--- src/rtl/param_sync_fifo_pkg.sv ---
// Shared types and elaboration helpers for the parameterised single-clock FIFO.
package param_sync_fifo_pkg;

    typedef enum logic {
        FIFO_STD  = 1'b0,
        FIFO_FWFT = 1'b1
    } fifo_mode_e;

    // Pointers carry one extra wrap bit so full and empty can be told apart.
    function automatic int ptr_w(input int depth);
        return $clog2(depth) + 1;
    endfunction

    function automatic bit is_pow2(input int n);
        return (n >= 2) && ((n & (n - 1)) == 0);
    endfunction

    function automatic bit thresh_ok(input int t, input int depth);
        return (t >= 0) && (t <= depth);
    endfunction

endpackage

--- src/rtl/param_sync_fifo_if.sv ---
// Producer/consumer bus of the FIFO; the FIFO sits on the slave side.
interface param_sync_fifo_if #(
    parameter int DATA_WIDTH = 8,
    parameter int DEPTH      = 8
);
    logic                      wren;
    logic [DATA_WIDTH-1:0]     i_data;
    logic                      rden;
    logic [DATA_WIDTH-1:0]     o_data;
    logic                      o_valid;
    logic                      full;
    logic                      empty;
    logic                      almost_full;
    logic                      almost_empty;
    logic [$clog2(DEPTH):0]    count;
    logic                      overflow;
    logic                      underflow;

    modport master (
        output wren, i_data, rden,
        input  o_data, o_valid, full, empty, almost_full, almost_empty,
               count, overflow, underflow
    );

    modport slave (
        input  wren, i_data, rden,
        output o_data, o_valid, full, empty, almost_full, almost_empty,
               count, overflow, underflow
    );
endinterface

--- src/rtl/param_sync_fifo_ram.sv ---
// Storage array: one synchronous write port, one asynchronous read port, no reset.
module fifo_ram #(
    parameter int DATA_WIDTH = 8,
    parameter int DEPTH      = 8
) (
    input  logic                       clk,
    input  logic                       we,
    input  logic [$clog2(DEPTH)-1:0]   waddr,
    input  logic [DATA_WIDTH-1:0]      wdata,
    input  logic [$clog2(DEPTH)-1:0]   raddr,
    output logic [DATA_WIDTH-1:0]      rdata
);
    logic [DATA_WIDTH-1:0] mem [DEPTH];

    always_ff @(posedge clk) begin
        if (we) mem[waddr] <= wdata;
    end

    assign rdata = mem[raddr];
endmodule

--- src/rtl/param_sync_fifo.sv ---
// Single-clock FIFO with selectable standard/FWFT read, fill count, programmable
// almost flags and overflow/underflow strobes.
module param_sync_fifo
    import param_sync_fifo_pkg::*;
#(
    parameter int DATA_WIDTH = 8,
    parameter int DEPTH      = 8,
    parameter int FWFT       = 0,
    parameter int AF_THRESH  = DEPTH - 1,
    parameter int AE_THRESH  = 1
) (
    input  logic               clk,
    input  logic               rst,
    param_sync_fifo_if.slave   bus
);
    localparam int         AW   = $clog2(DEPTH);
    localparam fifo_mode_e MODE = (FWFT != 0) ? FIFO_FWFT : FIFO_STD;

    localparam logic [AW:0] FULL_C = (AW + 1)'(DEPTH);
    localparam logic [AW:0] AF_C   = (AW + 1)'(AF_THRESH);
    localparam logic [AW:0] AE_C   = (AW + 1)'(AE_THRESH);

    if (!is_pow2(DEPTH)) begin : g_bad_depth
        $error("param_sync_fifo: DEPTH=%0d must be a power of 2 and >= 2", DEPTH);
    end
    if (!thresh_ok(AF_THRESH, DEPTH)) begin : g_bad_af
        $error("param_sync_fifo: AF_THRESH=%0d outside 0..DEPTH", AF_THRESH);
    end
    if (!thresh_ok(AE_THRESH, DEPTH)) begin : g_bad_ae
        $error("param_sync_fifo: AE_THRESH=%0d outside 0..DEPTH", AE_THRESH);
    end

    logic [AW:0]           wrptr, rdptr, cnt;
    logic                  full_c, empty_c;
    logic                  wr_acc, rd_acc;
    logic [DATA_WIDTH-1:0] rd_data;
    logic                  ovf_q, unf_q;

    // Flags depend only on the registered count, never on this cycle's requests.
    assign full_c  = (cnt == FULL_C);
    assign empty_c = (cnt == '0);
    assign wr_acc  = bus.wren && !full_c;
    assign rd_acc  = bus.rden && !empty_c;

    always_ff @(posedge clk) begin
        if (rst) begin
            wrptr <= '0;
            rdptr <= '0;
            cnt   <= '0;
            ovf_q <= 1'b0;
            unf_q <= 1'b0;
        end else begin
            wrptr <= wrptr + {{AW{1'b0}}, wr_acc};
            rdptr <= rdptr + {{AW{1'b0}}, rd_acc};
            cnt   <= cnt + {{AW{1'b0}}, wr_acc} - {{AW{1'b0}}, rd_acc};
            ovf_q <= bus.wren && full_c;
            unf_q <= bus.rden && empty_c;
        end
    end

    fifo_ram #(
        .DATA_WIDTH (DATA_WIDTH),
        .DEPTH      (DEPTH)
    ) u_ram (
        .clk   (clk),
        .we    (wr_acc && !rst),
        .waddr (wrptr[AW-1:0]),
        .wdata (bus.i_data),
        .raddr (rdptr[AW-1:0]),
        .rdata (rd_data)
    );

    if (MODE == FIFO_FWFT) begin : g_fwft
        // Head is masked while empty so stale RAM contents never show on o_data.
        assign bus.o_valid = !empty_c;
        assign bus.o_data  = empty_c ? '0 : rd_data;
    end else begin : g_std
        logic                  vld_q;
        logic [DATA_WIDTH-1:0] dat_q;

        always_ff @(posedge clk) begin
            if (rst) begin
                vld_q <= 1'b0;
                dat_q <= '0;
            end else begin
                vld_q <= rd_acc;
                if (rd_acc) dat_q <= rd_data;
            end
        end

        assign bus.o_valid = vld_q;
        assign bus.o_data  = dat_q;
    end

    assign bus.full         = full_c;
    assign bus.empty        = empty_c;
    assign bus.almost_full  = (cnt >= AF_C);
    assign bus.almost_empty = (cnt <= AE_C);
    assign bus.count        = cnt;
    assign bus.overflow     = ovf_q;
    assign bus.underflow    = unf_q;
endmodule

--- src/flat_wrapper.sv ---
// flat-port wrapper written by rule: the top's interface ports become plain ports
module param_sync_fifo_flat import param_sync_fifo_pkg::*;
#(
    parameter int DATA_WIDTH = 8,
    parameter int DEPTH      = 8,
    parameter int FWFT       = 0,
    parameter int AF_THRESH  = DEPTH - 1,
    parameter int AE_THRESH  = 1
)
  (clk, rst, bus_wren, bus_i_data, bus_rden, bus_o_data, bus_o_valid, bus_full, bus_empty, bus_almost_full, bus_almost_empty, bus_count, bus_overflow, bus_underflow);
  param_sync_fifo_if #(.DATA_WIDTH(DATA_WIDTH), .DEPTH(DEPTH)) bus_i ();
  input  logic clk;
  input  logic rst;
  input wire logic [$bits(bus_i.wren)-1:0] bus_wren;
  input wire logic [$bits(bus_i.i_data)-1:0] bus_i_data;
  input wire logic [$bits(bus_i.rden)-1:0] bus_rden;
  output wire logic [$bits(bus_i.o_data)-1:0] bus_o_data;
  output wire logic [$bits(bus_i.o_valid)-1:0] bus_o_valid;
  output wire logic [$bits(bus_i.full)-1:0] bus_full;
  output wire logic [$bits(bus_i.empty)-1:0] bus_empty;
  output wire logic [$bits(bus_i.almost_full)-1:0] bus_almost_full;
  output wire logic [$bits(bus_i.almost_empty)-1:0] bus_almost_empty;
  output wire logic [$bits(bus_i.count)-1:0] bus_count;
  output wire logic [$bits(bus_i.overflow)-1:0] bus_overflow;
  output wire logic [$bits(bus_i.underflow)-1:0] bus_underflow;
  assign bus_i.wren = bus_wren;
  assign bus_i.i_data = bus_i_data;
  assign bus_i.rden = bus_rden;
  assign bus_o_data = bus_i.o_data;
  assign bus_o_valid = bus_i.o_valid;
  assign bus_full = bus_i.full;
  assign bus_empty = bus_i.empty;
  assign bus_almost_full = bus_i.almost_full;
  assign bus_almost_empty = bus_i.almost_empty;
  assign bus_count = bus_i.count;
  assign bus_overflow = bus_i.overflow;
  assign bus_underflow = bus_i.underflow;
  param_sync_fifo #(.DATA_WIDTH(DATA_WIDTH), .DEPTH(DEPTH), .FWFT(FWFT), .AF_THRESH(AF_THRESH), .AE_THRESH(AE_THRESH)) u_core (.clk(clk), .rst(rst), .bus(bus_i));
endmodule
--- config.mk ---
export PLATFORM = sky130hd
export DESIGN_NAME = param_sync_fifo_flat
export DESIGN_NICKNAME = d
export VERILOG_FILES = /design/src/rtl/param_sync_fifo_pkg.sv /design/src/rtl/param_sync_fifo_if.sv /design/src/rtl/param_sync_fifo_ram.sv /design/src/rtl/param_sync_fifo.sv /design/src/flat_wrapper.sv
export SDC_FILE = /design/constraint.sdc
export NUM_CORES = 1
export LEC_CHECK = 0
export CORE_UTILIZATION = 52
export CTS_CLUSTER_SIZE = 12
export DETAILED_ROUTE_END_ITERATION = 8
export DONT_BUFFER_PORTS = 1
export PLACE_DENSITY_LB_ADDON = 0.1
export SETUP_SLACK_MARGIN = 0.1
export SYNTH_ARGS = -nofsm -noshare
export SYNTH_HDL_FRONTEND = slang
export SYNTH_HIERARCHICAL = 1
export SYNTH_SLANG_ARGS = --single-unit
--- constraint.sdc ---
create_clock -name clk -period 6.8 [get_ports clk]
set_input_delay 1.36 -clock clk [delete_from_list [all_inputs] [get_ports clk]]
set_output_delay 1.36 -clock clk [all_outputs]
set_load 0.01 [all_outputs]
* Word level (Yosys, flattened, before mapping)
Memories as Yosys holds them, arrays and structs flattened. A register that Yosys moved wholly into a read port is not among the register bits.
Index checks and enable logic that the tools add are counted.
** Operators by class
- Magnitude comparators :: 2
- Add/sub/neg operators :: 4
- Reduce and logical (&&, ||, !) cells :: 9
- Mux-type cells :: 2
- Equality and inequality tests :: 1
** Operator list (count)
- $add 4x1->4 :: 3
- $logic_and 1x1->1 :: 5
- $eq 4x4->1 const B :: 1
- $ge 4x3->1 const B :: 1
- $le 4x1->1 const B :: 1
- $logic_not 4->1 :: 1
- $sub 4x1->4 :: 1
- $logic_not 1->1 :: 3
- $mux 1 :: 2
** Storage, ports and cells
- Flip-flop bits (word level) :: 15
- Bits in writable memories :: 64
- Output and inout bits :: 19
- Memories :: 1
** Memories
- u_core.u_ram.mem :: depth 8, width 8, rd ports 1, clocked after Yosys merged registers in 1, write ports 1, line param_sync_fifo_ram.sv:13 : logic [DATA_WIDTH-1:0] mem [DEPTH];

* Longest topological paths before layout
- Word-level depth :: 6
- Gate-level depth with buffers :: 12

* By module
The synthesis kept the hierarchy.
** By module, submodules not included
- fifo_ram :: instances 1, seq. area each 1921.8 um^2, area each 2531.2 um^2, cells an instance 106
- param_sync_fifo :: instances 1, seq. area each 420.4 um^2, area each 1023.5 um^2, cells an instance 102

* Worst setup path after synthesis
OpenSTA, ideal clock, no wires.
- Kind :: input to register
- Start point :: input rst
- End point :: memory u_core.u_ram.mem[0][0], enable pin
- Path slack :: 3.893 ns
- Library setup time :: 0.383 ns
- Arrival :: 2.524 ns
- Stages on the path :: 5
- Buffers on the path :: 1
- Path through :: clkbuf_1 > nand2b_1 > a21oi_1 > nand2b_1 > nor3_1
** Between the ends
- Longest elaborated chain between the ends :: 4
** RTL lines
- from (decl) :: line flat_wrapper.sv:13 : input logic rst;
- $logic_not 1->1 :: line param_sync_fifo.sv:66 : .we (wr_acc && !rst),
- $logic_and 1x1->1 :: line param_sync_fifo.sv:66
- $mux 1 :: line param_sync_fifo_ram.sv:16 : if (we) mem[waddr] <= wdata;
- $mux 1 (not written as such) :: line param_sync_fifo_ram.sv:16
- to (decl) :: line param_sync_fifo_ram.sv:13
No other way between the ends.

* Final worst setup path
- Start point :: input bus_rden
- End point :: register u_core.cnt[2] (netlist: u_core/bus.count[2])
** Between the ends
- Longest elaborated chain between the ends :: 2
** RTL lines
- from (decl) :: line flat_wrapper.sv:16 : input wire logic [$bits(bus_i.rden)-1:0] bus_rden;
- $logic_and 1x1->1 :: line param_sync_fifo.sv:43 : assign rd_acc = bus.rden && !empty_c;
- $sub 4x1->4 :: line param_sync_fifo.sv:55 : cnt <= cnt + {{AW{1'b0}}, wr_acc} - {{AW{1'b0}}, rd_acc};
- to (signal assigned) :: line param_sync_fifo.sv:55
- to (decl) :: line param_sync_fifo.sv:33 : logic [AW:0] wrptr, rdptr, cnt;
No other way between the ends.
A chain may end at the register's enable or synchronous reset.

==> impl_metrics.tcl <==
set metrics [dict create \
    slew_headroom_pct 33.2 \
    maxCapViolCount 0 \
    min_period_ns 2.82 \
    cts_setup_buffers 0 \
    worstPathArrival_ns 3.06 \
    worst-path-max-fanout 10 \
    syn_to_final_growth_pct 6.76 \
    syn_nets 233 \
    syn_area_per_cell_um2 17.1 \
    clockBufferDepth 2 \
    drt-wirelength-per-cell_um 19.3 \
    setup_tns_ns 0 \
    place.gp.congestion 0.763 \
    synthCells 208 \
    irDropWorstVdd_mv 0.207 \
    fp.coreArea_um2 6460 \
    tightestPinTransition_ns 0.999 \
    max_freq_mhz 355 \
    initial_utilization_pct 55.0 \
    gr-usage-all-layers_pct 17.9 \
    yosysTopAreaCellShare_pct 54.1 \
    final-hold-violation-count 0 \
    routed_via_density 5.74 \
    hold_ws_ns 0.527 \
    synth_edf_count 64 \
    mostFrequentLayoutCells "edfxtp_1 (64), nand2b_1 (21), dfxtp_1 (21)" \
    synth_seq_area_share_pct 65.9 \
    total_power_uw 1270 \
    fin_nets 237 \
    ant_nets 0 \
    final.setup.worst_slack_ns 3.98 \
    dr.first_iter.drc_count 119 \
    synth.area.top_cells "edfxtp_1 (54%), dfxtp_1 (12%), mux4_1 (11%)" \
    hold_end "u_core/bus.o_data[2]" \
    place_hpwl_mm 3.65 \
    antennaDiodeCount 0 \
    io_buffer_count 0 \
    numCtsBuffers 9 \
    maxSlewViolCount 0 \
    critPathKind "in -> reg" \
    ys_warn_count 6 \
    final_common_cell "edfxtp_1" \
    r2r_end "u_core/bus.count[2]" \
    critPathLaunchType "input port" \
    r2r_start "u_core/bus.count[2]" \
    ys_seq_elements 85 \
    io_pins 31 \
    num_rows 29 \
    vias 1687 \
    final-setup-viol-count 0 \
    cp.required_ns 7.04 \
    grt_pass1_wl_mm 9.17 \
    routed_wl_mm 5.67 \
    post_cts_resized 0 \
    fill_cells 477 \
    place_ws_ns 3.58 \
    worstHoldPathCells 2 \
    rsz0062_at_grt "no" \
    post-route-cell-area_um2 3790 \
    postCtsHoldBufs 0 \
    numClockSinks 85 \
    insertion_delay_ns 0.34 \
    die_w_um 84.7 \
    reg2reg_slack_ns 4.00 \
    cp-end-kind "register" \
    placed_area_um2 3600 \
    reg2reg_depth 11 \
    drive_gt1_share_pct 13.8 \
    failed_checks "design-rule violations" \
    yosysUniqueCellTypes 29 \
    fin_skew_ns 0.0103 \
    cts_tree "yes" \
    die_area_um2 7170 \
    clk_pin_slew_worst_paths_ns 0.09 \
    grt_overflow 0 \
    min_from "u_core/bus.o_data[2]" \
    grt_start_max_net_pins 31 \
    syn_area_um2 3550 \
    drcViolationCount 4 \
    firstDrtPassIters 8 \
    yosysTopAreaCell "edfxtp_1" \
    die_h_um 84.7 \
    status "finished with violations" \
    finalCritPeriodShare_pct 41.4 \
    leakage_uw 0.00131 \
    postSynth.asyncResetShare_pct 0 \
    hold_path.class "reg -> reg" \
    synth-main-ff-cell "edfxtp_1" \
    antenna_found_initial 0 \
    root_buffer "clkbuf_8" \
    pwr_density_cell_nw_per_um2 336 \
    grt_pass1_vias 1745 \
    htree_levels 3 \
]
## critical path, cell delays in order
cell and delay (ns):
nor2b_2 0.50, ha_1 0.33, inv_1 0.06, ha_1 0.16
inv_1 0.05, fa_1 0.37, xor2_1 0.17, nor2_1 0.05
## metal layers
layer / vias to the layer above / wire length, um / GRT usage (%)
met4: 0 / 57 / 7.55
met2: 39 / 2770 / 28.6
met3: 8 / 218 / 4.03
met5: - / 0 / 0
met1: 850 / 2630 / 23.8
li1: 790 / - / -
## cells by family (layout without fill, tap and decap cells)
family / Yosys count / in the layout / share of synthesized area (%)
AO/OA/AOI/OAI: 6 / 6 / 0.950
XOR/XNOR: 3 / 3 / 0.739
adder cells (fa/ha/maj): 13 / 13 / 4.79
buffers and inverters: 16 / 25 / 2.64
flip-flops: 85 / 85 / 65.9
multiplexers: 32 / 32 / 16.5
AND/OR/NAND/NOR: 53 / 53 / 8.48
## through the flow
step / cells / utilization, %
finish: 294 / 58.8
global route: 294 / 58.8
CTS: 294 / 58.8
detailed placement: 278 / 55.7
global placement: 278 / 55.7
floorplan: 208 / -
## report_power, final
group,internal (uW),leakage [uW],switching [uW]
combinational,140,0.000461,109
clock,171,0.0000976,177
sequential,604,0.000750,72.5
## flip-flops by register name, indices dropped and copies added (netlist names)
register and count:
u_core/u_ram/mem 64, u_core/bus.overflow 1, u_core/bus.count 4, u_core/bus.underflow 1
u_core/rdptr 3, u_core/bus.o_data 8, u_core/wrptr 3, u_core/bus.o_valid 1
## synthesized netlist by cell type, types with 2 or more instances
library cell	instances
a21oi_1	5
buf_2	2
buf_6	2
clkbuf_1	3
dfxtp_1	21
edfxtp_1	64
ha_1	12
inv_1	7
mux2_2	8
mux2i_1	8
mux4_1	15
nand2_1	5
nand2b_1	21
nand3_1	2
nor2_1	13
nor2b_1	5
nor3_1	2
xnor2_1	2
## worst max-delay path by stage
stage,startpoint,end,slack (ns),depth (start not counted)
2_1_floorplan,rst,u_core/u_ram/mem[0][0],3.89,5
3_3_place_gp,bus_rden,u_core/bus.count[2],3.67,8
3_5_place_dp,bus_rden,u_core/bus.count[2],3.58,8
4_1_cts,u_core/bus.count[2],u_core/bus.count[2],3.95,11
5_1_grt,u_core/bus.count[2],u_core/bus.count[2],3.76,11
6_report,bus_rden,u_core/bus.count[2],3.98,8
## area by class of cell
type                       instances  area [um^2]  area share (%)
clock inverter                     7         72.6            1.91
sequential                        85         2340            61.7
clock buffer                       9          124            3.26
tap                               77         96.3            2.54
multi-input combinational        107         1120            29.5
inverter                           7         26.3           0.692
timing repair buffer               2         15.0           0.396
Note: power is estimated with default switching activity, not from simulation.
